## src/rtl/fifo_arb_pkg.sv

```systemverilog
// Shared types for the FIFO drain arbiter: FSM state encoding and the
// beat counter width helper.
package fifo_arb_pkg;

  typedef enum logic [1:0] {
    ST_IDLE = 2'd0,
    ST_POP  = 2'd1,
    ST_LOAD = 2'd2,
    ST_SEND = 2'd3
  } state_e;

  // Wide enough to hold BURST_LEN itself.
  function automatic int beat_cnt_width(input int burst_len);
    return $clog2(burst_len + 1);
  endfunction

endpackage

```

## src/rtl/fifo_drain_arbiter_if.sv

```systemverilog
// FIFO read sides plus the outgoing beat stream of the drain arbiter.
// master = arbiter view, slave = FIFO/downstream view.
interface fifo_drain_arbiter_if #(
  parameter int NUM_CH     = 4,
  parameter int DATA_WIDTH = 32
);
  localparam int CH_W = $clog2(NUM_CH);

  logic [NUM_CH-1:0]            ch_empty_i;
  logic [NUM_CH-1:0]            ch_pop_o;
  logic [NUM_CH*DATA_WIDTH-1:0] ch_data_i;
  logic [DATA_WIDTH-1:0]        m_data_o;
  logic                         m_valid_o;
  logic                         m_ready_i;
  logic [CH_W-1:0]              m_ch_o;
  logic                         m_last_o;

  modport master (
    input  ch_empty_i, ch_data_i, m_ready_i,
    output ch_pop_o, m_data_o, m_valid_o, m_ch_o, m_last_o
  );

  modport slave (
    output ch_empty_i, ch_data_i, m_ready_i,
    input  ch_pop_o, m_data_o, m_valid_o, m_ch_o, m_last_o
  );

endinterface

```

## src/rtl/rr_arbiter.sv

```systemverilog
// Combinational round-robin pick: first requester after ptr_i, wrapping,
// so the previously granted channel has the lowest priority.
module rr_arbiter #(
  parameter int NUM_CH = 4,
  parameter int IDX_W  = $clog2(NUM_CH)
) (
  input  logic [NUM_CH-1:0] req_i,
  input  logic [IDX_W-1:0]  ptr_i,
  output logic [NUM_CH-1:0] gnt_o,
  output logic [IDX_W-1:0]  gnt_idx_o,
  output logic              gnt_valid_o
);

  logic [IDX_W-1:0] cand;

  always_comb begin
    gnt_o       = '0;
    gnt_idx_o   = '0;
    gnt_valid_o = 1'b0;
    cand        = '0;
    for (int i = 1; i <= NUM_CH; i++) begin
      cand = IDX_W'((int'(ptr_i) + i) % NUM_CH);
      if (!gnt_valid_o && req_i[cand]) begin
        gnt_valid_o = 1'b1;
        gnt_o[cand] = 1'b1;
        gnt_idx_o   = cand;
      end
    end
  end

endmodule

```

## src/rtl/fifo_drain_arbiter.sv

```systemverilog
// Drains several FIFO read sides onto one valid/ready beat stream, granting
// channels round-robin for bursts of up to BURST_LEN beats.
module fifo_drain_arbiter
  import fifo_arb_pkg::*;
#(
  parameter int NUM_CH     = 4,
  parameter int DATA_WIDTH = 32,
  parameter int BURST_LEN  = 8
) (
  input  logic                 clk_i,
  input  logic                 rst_i,
  fifo_drain_arbiter_if.master bus,
  output logic                 busy_o
);

  localparam int CH_W  = $clog2(NUM_CH);
  localparam int CNT_W = beat_cnt_width(BURST_LEN);
  localparam logic [CNT_W-1:0] LAST_CNT = CNT_W'(BURST_LEN - 1);

  state_e                state_q, state_d;
  logic [CH_W-1:0]       grant_q, grant_d;
  logic [NUM_CH-1:0]     grant_oh_q, grant_oh_d;
  logic [CH_W-1:0]       last_grant_q, last_grant_d;
  logic [CNT_W-1:0]      beat_cnt_q, beat_cnt_d;
  logic [DATA_WIDTH-1:0] m_data_q, m_data_d;
  logic [CH_W-1:0]       m_ch_q, m_ch_d;
  logic                  m_valid_q, m_valid_d;
  logic                  m_last_q, m_last_d;
  logic [NUM_CH-1:0]     ch_pop;

  logic [NUM_CH-1:0]     arb_gnt;
  logic [CH_W-1:0]       arb_idx;
  logic                  arb_valid;
  logic [DATA_WIDTH-1:0] ch_word [NUM_CH];

  for (genvar k = 0; k < NUM_CH; k++) begin : g_unpack
    assign ch_word[k] = bus.ch_data_i[k*DATA_WIDTH +: DATA_WIDTH];
  end

  rr_arbiter #(.NUM_CH(NUM_CH), .IDX_W(CH_W)) u_rr (
    .req_i       (~bus.ch_empty_i),
    .ptr_i       (last_grant_q),
    .gnt_o       (arb_gnt),
    .gnt_idx_o   (arb_idx),
    .gnt_valid_o (arb_valid)
  );

  always_comb begin
    // NOTE: every _d gets its hold value first, so no path can infer a latch.
    state_d      = state_q;
    grant_d      = grant_q;
    grant_oh_d   = grant_oh_q;
    last_grant_d = last_grant_q;
    beat_cnt_d   = beat_cnt_q;
    m_data_d     = m_data_q;
    m_ch_d       = m_ch_q;
    m_valid_d    = m_valid_q;
    m_last_d     = m_last_q;
    ch_pop       = '0;

    unique case (state_q)
      ST_IDLE: begin
        if (arb_valid) begin
          grant_d      = arb_idx;
          grant_oh_d   = arb_gnt;
          last_grant_d = arb_idx;
          beat_cnt_d   = '0;
          state_d      = ST_POP;
        end
      end
      ST_POP: begin
        ch_pop  = grant_oh_q;
        state_d = ST_LOAD;
      end
      ST_LOAD: begin
        // The popped word is on ch_data_i now; an empty flag here means it was the last.
        m_data_d  = ch_word[grant_q];
        m_ch_d    = grant_q;
        m_valid_d = 1'b1;
        m_last_d  = (beat_cnt_q == LAST_CNT) | (|(bus.ch_empty_i & grant_oh_q));
        state_d   = ST_SEND;
      end
      ST_SEND: begin
        if (m_valid_q && bus.m_ready_i) begin
          m_valid_d = 1'b0;
          if (m_last_q) begin
            state_d = ST_IDLE;
          end else begin
            beat_cnt_d = beat_cnt_q + 1'b1;
            state_d    = ST_POP;
          end
        end
      end
      default: state_d = ST_IDLE;
    endcase
  end

  always_ff @(posedge clk_i) begin
    // NOTE: non-blocking so every flop samples pre-edge values regardless of order.
    if (rst_i) begin
      state_q      <= ST_IDLE;
      grant_q      <= '0;
      grant_oh_q   <= '0;
      last_grant_q <= CH_W'(NUM_CH - 1);
      beat_cnt_q   <= '0;
      m_data_q     <= '0;
      m_ch_q       <= '0;
      m_valid_q    <= 1'b0;
      m_last_q     <= 1'b0;
    end else begin
      state_q      <= state_d;
      grant_q      <= grant_d;
      grant_oh_q   <= grant_oh_d;
      last_grant_q <= last_grant_d;
      beat_cnt_q   <= beat_cnt_d;
      m_data_q     <= m_data_d;
      m_ch_q       <= m_ch_d;
      m_valid_q    <= m_valid_d;
      m_last_q     <= m_last_d;
    end
  end

  assign bus.ch_pop_o  = ch_pop;
  assign bus.m_data_o  = m_data_q;
  assign bus.m_ch_o    = m_ch_q;
  assign bus.m_valid_o = m_valid_q;
  assign bus.m_last_o  = m_last_q;
  assign busy_o        = (state_q != ST_IDLE);

endmodule

```

## src/flat_wrapper.sv

```systemverilog
// flat-port wrapper written by rule: the top's interface ports become plain ports
module fifo_drain_arbiter_flat import fifo_arb_pkg::*;
#(
  parameter int NUM_CH     = 4,
  parameter int DATA_WIDTH = 32,
  parameter int BURST_LEN  = 8
)
  (clk_i, rst_i, busy_o, bus_ch_empty_i, bus_ch_data_i, bus_m_ready_i, bus_ch_pop_o, bus_m_data_o, bus_m_valid_o, bus_m_ch_o, bus_m_last_o);
  fifo_drain_arbiter_if #(.NUM_CH(NUM_CH), .DATA_WIDTH(DATA_WIDTH)) bus_i ();
  input  logic clk_i;
  input  logic rst_i;
  output logic busy_o;
  input wire logic [$bits(bus_i.ch_empty_i)-1:0] bus_ch_empty_i;
  input wire logic [$bits(bus_i.ch_data_i)-1:0] bus_ch_data_i;
  input wire logic [$bits(bus_i.m_ready_i)-1:0] bus_m_ready_i;
  output wire logic [$bits(bus_i.ch_pop_o)-1:0] bus_ch_pop_o;
  output wire logic [$bits(bus_i.m_data_o)-1:0] bus_m_data_o;
  output wire logic [$bits(bus_i.m_valid_o)-1:0] bus_m_valid_o;
  output wire logic [$bits(bus_i.m_ch_o)-1:0] bus_m_ch_o;
  output wire logic [$bits(bus_i.m_last_o)-1:0] bus_m_last_o;
  assign bus_i.ch_empty_i = bus_ch_empty_i;
  assign bus_i.ch_data_i = bus_ch_data_i;
  assign bus_i.m_ready_i = bus_m_ready_i;
  assign bus_ch_pop_o = bus_i.ch_pop_o;
  assign bus_m_data_o = bus_i.m_data_o;
  assign bus_m_valid_o = bus_i.m_valid_o;
  assign bus_m_ch_o = bus_i.m_ch_o;
  assign bus_m_last_o = bus_i.m_last_o;
  fifo_drain_arbiter #(.NUM_CH(NUM_CH), .DATA_WIDTH(DATA_WIDTH), .BURST_LEN(BURST_LEN)) u_core (.clk_i(clk_i), .rst_i(rst_i), .bus(bus_i), .busy_o(busy_o));
endmodule
```

## config.mk

```make
export PLATFORM = sky130hd
export DESIGN_NAME = fifo_drain_arbiter_flat
export DESIGN_NICKNAME = d
export VERILOG_FILES = /design/src/rtl/fifo_arb_pkg.sv /design/src/rtl/fifo_drain_arbiter_if.sv /design/src/rtl/rr_arbiter.sv /design/src/rtl/fifo_drain_arbiter.sv /design/src/flat_wrapper.sv
export SDC_FILE = /design/constraint.sdc
export NUM_CORES = 1
export LEC_CHECK = 0
export BUFFER_PORTS_ARGS = -buffer_cell sky130_fd_sc_hd__buf_2
export CAP_MARGIN = 30
export CORE_ASPECT_RATIO = 1.25
export CORE_MARGIN = 8
export CORE_UTILIZATION = 40
export CTS_CLUSTER_DIAMETER = 100
export DETAILED_ROUTE_END_ITERATION = 12
export PLACE_DENSITY_LB_ADDON = 0.15
export SYNTH_ARGS = -nofsm -noshare
export SYNTH_HDL_FRONTEND = slang
export SYNTH_SLANG_ARGS = --single-unit
```

## constraint.sdc

```tcl
create_clock -name clk_i -period 3.1 [get_ports clk_i]
set_input_delay 0.62 -clock clk_i [delete_from_list [all_inputs] [get_ports clk_i]]
set_output_delay 0.62 -clock clk_i [all_outputs]
set_load 0.01 [all_outputs]
```

==> metrics.md, run 1 <==
| Metric | Value |
|---|---|
| Final Skew | `0.00592 ns` |
| Most used routing layer | `met2` |
| CTS tree | `yes` |
| Buffers on Ports | `175` |
| #FFs+latches synth | `50` |
| Fmax achieved | `0.395 GHz` |
| Met2 global-route usage | `31.9%` |
| WP buf/inv | `1` |
| CTS Root Cell | `clkbuf_8` |
| Endpoints failing setup | `0` |
| Gate Count Post-Synth | `299` |
| Pint | `1850 uW` |
| Power Dens Cells | `737 mW/mm^2` |
| Gates resized, CTS repair | `0` |
| Ports | `176` |
| Area of the multi-input gates | `0.00199 sq mm` |
| WP data required | `3.32 ns` |
| Sw Ratio | `39.9%` |
| Slowest cell on crit path | `dfxtp_1` |
| WP data arrival | `2.76 ns` |
| GPL Wtd Cong | `0.853` |
| Placed cell areas | `0.00410 sq mm` |
| DR vias | `2962` |
| Initial core utilization | `40.9%` |
| Fin crit share | `81.8%` |
| Crit-path cells | `inv_1 > ha_1 > mux4_1 > and4_4 > a21boi_1 > o21ai_0 > a211oi_1` |
| Setup TNS Final | `0 ns` |
| Synth warn | `0` |
| CP delay by family, top | `compound AO/OA/AOI/OAI gates` |
| Wire per inst | `17.6 um` |
| CP Capture Type | `flip-flop` |
| Die Area | `0.0110 sq mm` |
| # Max-Cap Violations | `0` |
| Met3 Resource Use GR | `6.09%` |
| Reg area | `0.00100 sq mm` |
| Register area share after synthesis | `31.6%` |
| Top FF cell, synth | `dfxtp_1` |
| Antenna cells | `0` |
| HP Class | `flip-flop to flip-flop` |
| Most common cell after layout, fill and taps aside | `buf_2` |
| H-tree depth | `2` |
| Syn avg cell area | `10.6 sq um` |
| First drt pass iteration count | `4` |
| GRT Overall Usage | `18.1%` |
| Status | `complete, no violations` |
| Setup CP Type | `flip-flop to flip-flop` |
| FP Rows | `36` |
| Routed wire length | `9840 um` |
| Async SR Flop Fraction | `0%` |
| Most frequent cells in the layout | `175 x buf_2, 49 x dfxtp_1, 39 x mux2i_1, 39 x nor2_1, 35 x mux4_2` |
| Total power | `3080 uW` |
| Area grow syn2layout | `32.3%` |
| Grt ovf | `0` |
| Combinational share of power | `56.7%` |
| Worst Tran Pin Value | `0.544 ns` |
| Antenna-violating nets left | `0` |
| Fraction of layout cells with a size suffix above 1 | `49.2%` |
| CTS Buffer Depth | `2` |
| Die height | `115 um` |
| First-pass GRT wire length | `15800 um` |
| Final min period | `2.53 ns` |
| Flop pwr share | `30.6%` |
| Leakage | `0.00192 uW` |
| Worst hold margin | `0.497 ns` |
| Clock power frac | `12.7%` |
| Hold Violations, Final | `0` |
| Worst-path fanout max | `11` |
| Clock slew at reported path FFs | `0.09 ns` |
| Post-Syn Area | `0.00317 sq mm` |
| Post-CTS setup buffers | `0` |
| Crit path largest cell delay | `0.58 ns` |
| Latest clock arrival within the worst-skew pair | `0.30 ns` |
| Number of global-route vias before repair | `3287` |
| HPWL Detailed | `8060 um` |
| DRC violations left | `0` |
| Drt initial violations | `132` |
| Finished Core Util | `54.1%` |
| Final instance area | `0.00419 sq mm` |
| NumNets Final | `606` |
| Core ar. | `0.00775 sq mm` |
| Post-synthesis net count | `443` |
| Fin. max-slew vios | `0` |
| Number of fill cells in the layout | `725` |
| Sw power | `1230 uW` |
| Startpoint types | `flip-flop` |
| CTS Hold Bufs | `0` |
| Worst min-delay path startpoint | `u_core.bus.m_data_o[8]` |
| Unrepaired setup endpoints after global routing | `no` |
| Cts bufs inserted | `5` |
| Critical Path Start | `u_core.last_grant_q[1]` |
| Initial antenna violation count | `0` |
| Post-synth EDFFs | `0` |
| Pin count of the biggest net entering global routing | `43` |
| Met1 Use GR | `20.2%` |
| Distinct cells, synth | `39` |
| Clock sink total | `50` |
| Peak supply drop | `335 uV` |
| Slew HR | `63.7%` |
| DIE WIDTH | `95.6 um` |
| Reg2Reg Launch Point | `u_core.last_grant_q[1]` |
| Vias per std cell | `5.31` |
metal layers:
layer  part of all wire (%)  vias up
met5                      0        -
met4                    1.3        0
met3                    8.6        7
met2                     52      125
met1                     38     1398
li1                       -     1432
sequential cells by signal (all words and copies together) (netlist names):
name,count
u_core.beat_cnt_q,4
u_core.state_q,2
u_core.bus.m_data_o,32
u_core.last_grant_q,2
u_core.bus.m_valid_o,1
u_core.bus.m_last_o,1
u_core.grant_q,2
u_core.bus.m_ch_o,2
u_core.grant_oh_q,4
synth_stat cells, types with 4 or more instances:
library cell / n / area share, %
a21oi_1: 10 / 1.6
mux4_2: 35 / 25
clkbuf_1: 16 / 1.9
dfxtp_1: 50 / 32
inv_1: 14 / 1.7
mux2i_1: 39 / 12
and2_1: 5 / 0.99
buf_2: 5 / 0.79
nor2_1: 39 / 4.6
nand3_1: 5 / 0.79
o21ai_0: 23 / 3.6
nand2_1: 5 / 0.59
nor2b_1: 4 / 0.79
ha_1: 9 / 3.6
worst register-to-register path: cells and delay by family (launching register included):
| kind | cells | cell delay [ns] |
|---|---|---|
| compound gates | 3 | 0.59 |
| mux | 1 | 0.47 |
| flops | 1 | 0.58 |
| fa+ha+maj | 1 | 0.40 |
| simple gates | 1 | 0.27 |
| buf+inv | 1 | 0.15 |
cell type report:
cell class              count  share of cell area, %
repair buffers            182                   22.2
clock inverters             1                  0.120
multi-input cells         209                   47.6
well taps                  95                   2.84
flip-flops and latches     50                   23.9
inverters                  14                   1.25
clock buffers               7                   2.06
worst paths after layout:
path / to / slack [ns] / cells after the start
hold reg to reg: u_core.bus.m_data_o[8] / 0.50 / 2
setup reg to reg: u_core.state_q[0] / 0.57 / 7
hold / removal: u_core.bus.m_data_o[8] / 0.50 / 2
setup / recovery: u_core.state_q[0] / 0.57 / 7
kinds of logic (layout without fill, tap and decap cells):
family	Yosys count	count (layout)	share of synthesized area, %
flip-flops	50	50	31.6
adder cells (fa/ha/maj)	9	9	3.56
AO/OA/AOI/OAI	52	52	10.2
multiplexers	75	75	38.1
XOR/XNOR	2	2	0.553
buffers and inverters	40	204	5.45
AND/OR/NAND/NOR	71	71	10.6
stage by stage:
step,setup slack (ns),instances
after floorplan,0.661,299
after global placement,0.691,550
after detailed placement,0.626,550
after CTS,0.561,558
after global routing,0.381,558
final,0.565,558
power by group through the flow:
| stage | Sequential, uW | Clock (uW) | Combinational, uW |
|---|---|---|---|
| final | 943 | 392 | 1750 |
| after global routing | 972 | 438 | 1930 |
| after CTS | 946 | 409 | 1770 |
| after detailed placement | 955 | 0 | 1760 |
| after global placement | 954 | 0 | 1740 |
| after floorplan | 949 | 0 | 1300 |
Power figures use the tool's default switching activity.
==> run 2: changes to the inputs <==
--- a/config.mk
+++ b/config.mk
@@ -5,6 +5,7 @@
 export SDC_FILE = /design/constraint.sdc
 export NUM_CORES = 1
 export LEC_CHECK = 0
+export ABC_AREA = 1
 export BUFFER_PORTS_ARGS = -buffer_cell sky130_fd_sc_hd__buf_2
 export CAP_MARGIN = 30
 export CORE_ASPECT_RATIO = 1.25
==> constraint.sdc (replaced) <==
create_clock -name clk_i -period 2.4 [get_ports clk_i]
set_input_delay 0.48 -clock clk_i [delete_from_list [all_inputs] [get_ports clk_i]]
set_output_delay 0.48 -clock clk_i [all_outputs]
set_load 0.01 [all_outputs]
==> run 2 against run 1 <==
Net effect:
- non-clock buffer count is the same
- worst setup slack got worse by 0.25 ns
- clock power up 46%
- synthesized cell count is 80% higher
- combinational power is 42% higher
- critical path depth grew 5
- register-to-register slack lost 0.25 ns
- first-iteration DRC count increased by 23%
- via count rose by 40%
- maximum frequency increased by 21%
- power grew 41%
- clock skew is 0.0011 ns higher
- critical endpoint is now u_core.grant_oh_q[2]
- highest routed layer unchanged
==> metrics.md, run 2 <==
| Metric | Value |
|---|---|
| Most common cell in the netlist | `nor2_1` |
| GPL Wtd Cong | `0.855 (+0.16%)` |
| Final instance area | `0.00435 sq mm (+3.9%)` |
| HPWL Detailed | `9110 um (+13%)` |
| Met1 Use GR | `22.2% (+2.0 points)` |
| Max reg flops | `32 (unchanged)` |
| R2r setup slk | `0.31 ns (-0.25 ns)` |
| Post-synth EDFFs | `0 (unchanged)` |
| Latest clock arrival within the worst-skew pair | `0.30 ns (about the same)` |
| First drt pass iteration count | `4 (unchanged)` |
| Distinct cells, synth | `31 (-21%)` |
| NumNets Final | `839 (+38%)` |
| Fmax achieved | `0.479 GHz (+21%)` |
| WP data required | `2.59 ns (-0.73 ns)` |
| Hold Violations, Final | `0 (unchanged)` |
| Top FF cell, synth | `dfxtp_1` |
| CP Capture Type | `flip-flop` |
| DRC violations left | `0 (unchanged)` |
| Post-synthesis net count | `683 (+54%)` |
| Worst-path fanout max | `12 (+1)` |
| Synth warn | `0 (unchanged)` |
| Post-CTS setup buffers | `0 (unchanged)` |
| Setup CP Type | `flip-flop to flip-flop` |
| Register area share after synthesis | `30.1% (-1.5 points)` |
| DR vias | `4140 (+40%)` |
| Worst Tran Pin Value | `0.744 ns (+0.200 ns)` |
| Top post-synthesis cells by area | `dfxtp_1 30%, nor2_1 16%, o21ai_0 14%` |
| Met3 Resource Use GR | `4.52% (-1.6 points)` |
| Final min period | `2.09 ns (-0.446 ns)` |
| Ports | `176 (unchanged)` |
| Area of the multi-input gates | `0.00197 sq mm (-1.2%)` |
| Async SR Flop Fraction | `0% (unchanged)` |
| Fraction of layout cells with a size suffix above 1 | `29.5% (-20 points)` |
| Number of fill cells in the layout | `828 (+14%)` |
| CTS Root Cell | `clkbuf_8` |
| DIE WIDTH | `97.6 um (+2.1%)` |
| Core ar. | `0.00815 sq mm (+5.2%)` |
| Number of global-route vias before repair | `4075 (+24%)` |
| Clock slew at reported path FFs | `0.09 ns (about the same)` |
| Drt initial violations | `163 (+23%)` |
| Die height | `118 um (+2.2%)` |
| Met2 global-route usage | `36.1% (+4.2 points)` |
| Leakage | `0.00240 uW (+25%)` |
| Status | `complete, no violations` |
| Vias per std cell | `5.21 (-1.8%)` |
| Unrepaired setup endpoints after global routing | `no` |
| Final Skew | `0.00703 ns (+0.00111 ns)` |
| Area grow syn2layout | `30.9%` |
| CTS Hold Bufs | `0 (unchanged)` |
| Grt ovf | `0 (unchanged)` |
| Startpoint types | `flip-flop` |
| Gates resized, CTS repair | `0 (unchanged)` |
| Die Area | `0.0115 sq mm (+4.3%)` |
| Top cells by count, synth | `143 x nor2_1, 96 x o21ai_0, 57 x inv_1` |
| Slew HR | `50.4% (-13 points)` |
| Gate Count Post-Synth | `539 (+80%)` |
| Buffers on Ports | `175 (unchanged)` |
| Routed wire length | `11800 um (+20%)` |
| Endpoints failing setup | `0 (unchanged)` |
| CTS Buffer Depth | `2 (unchanged)` |
| First-pass GRT wire length | `19800 um (+26%)` |
| Most common cell after layout, fill and taps aside | `buf_2` |
| Most frequent cells in the layout | `175 x buf_2, 143 x nor2_1, 96 x o21ai_0, 56 x inv_1, 52 x nand2_1` |
| Post-Syn Area | `0.00333 sq mm (+5.1%)` |
| Initial antenna violation count | `1 (+1)` |
| # Max-Cap Violations | `0 (unchanged)` |
| Cts bufs inserted | `5 (unchanged)` |
| HP Class | `flip-flop to flip-flop` |
| Initial core utilization | `40.8% (-0.042 points)` |
| Syn avg cell area | `6.17 sq um (-42%)` |
| H-tree depth | `2 (unchanged)` |
| Setup TNS Final | `0 ns (unchanged)` |
| CTS tree | `yes` |
| Power Dens Cells | `1000 mW/mm^2 (+36%)` |
| GRT Overall Usage | `20.1% (+1.9 points)` |
| Antenna-violating nets left | `0 (unchanged)` |
| Largest area contributor in the netlist | `dfxtp_1` |
| Clock sink total | `50 (unchanged)` |
| Peak supply drop | `690 uV (+110%)` |
| Fin crit share | `87.0% (+5.3 points)` |
| Most used routing layer | `met2` |
| Reg area | `0.00100 sq mm (unchanged)` |
| Placed cell areas | `0.00424 sq mm (+3.6%)` |
| FP Rows | `37 (+2.8%)` |
| Wire per inst | `14.9 um (-16%)` |
| #FFs+latches synth | `50 (unchanged)` |
| Fin. max-slew vios | `0 (unchanged)` |
| Pin count of the biggest net entering global routing | `50 (+16%)` |
| WP data arrival | `2.28 ns (-0.48 ns)` |
| Area fraction of the dominant cell type after synthesis | `30.1% (-1.5 points)` |
==> run 2: metal layers <==
layer	vias up	share of wire, %
met5	-	0
met4	0	2.9
met3	29	5.7
met2	162	50
met1	1870	42
li1	2079	-
==> run 2: worst paths after layout <==
path / startpoint / end / cells after the start
worst max register to register: u_core.last_grant_q[0] / u_core.grant_oh_q[2] / 12
worst min-delay path: u_core.bus.m_data_o[18] / u_core.bus.m_data_o[18] / 2
worst max-delay path: u_core.last_grant_q[0] / u_core.grant_oh_q[2] / 12
worst min register to register: u_core.bus.m_data_o[18] / u_core.bus.m_data_o[18] / 2
==> run 2: cell families (layout without fill, tap and decap cells) <==
kind of cell | after synthesis | count (layout) | synth area share [%]
other | 0 | 1 | 0
xor gates and xnor gates | 1 | 1 | 0.263
AOI/OAI and AO/OA | 151 | 151 | 24.8
adders and majority gates | 9 | 9 | 3.39
and+or+nand+nor | 236 | 236 | 30.8
DFF | 50 | 50 | 30.1
buffers and inverters | 92 | 249 | 10.7
==> run 2: worst max-delay path, cell delays in order, from the launching register on <==
cell	delay (ns)
dfxtp_1	0.46
inv_2	0.14
ha_1	0.36
inv_1	0.12
nand3_2	0.12
nand2_4	0.13
nor2_8	0.07
nand3_2	0.06
nand2_2	0.07
inv_2	0.19
o21ai_0	0.12
nor2_1	0.09
nor2_1	0.04
==> run 2: area by class of cell <==
type                       instances  area share (%)
tap                               97            2.79
antenna                            1          0.0575
multi-input combinational        397            45.3
sequential                        50            23.0
clock inverter                     1           0.690
clock buffer                       7            1.75
timing repair buffer             182            21.3
inverter                          59            5.09
==> run 2: stage by stage <==
stage	instances	setup WS [ns]	total power, uW	hold WS, ns	util (%)
4_1_cts	793	0.335	4400	0.497	53.4
3_3_place_gp	785	0.430	3750	0.459	52.1
6_report	794	0.311	4360	0.492	53.4
5_1_grt	794	0.0844	4810	0.517	53.4
2_1_floorplan	539	0.566	3060	0.466	-
3_5_place_dp	785	0.341	3800	0.470	52.1
==> run 2: power by group <==
part | internal [uW] | switching, uW
clock network | 312 | 262
registers | 1100 | 190
logic | 900 | 1590
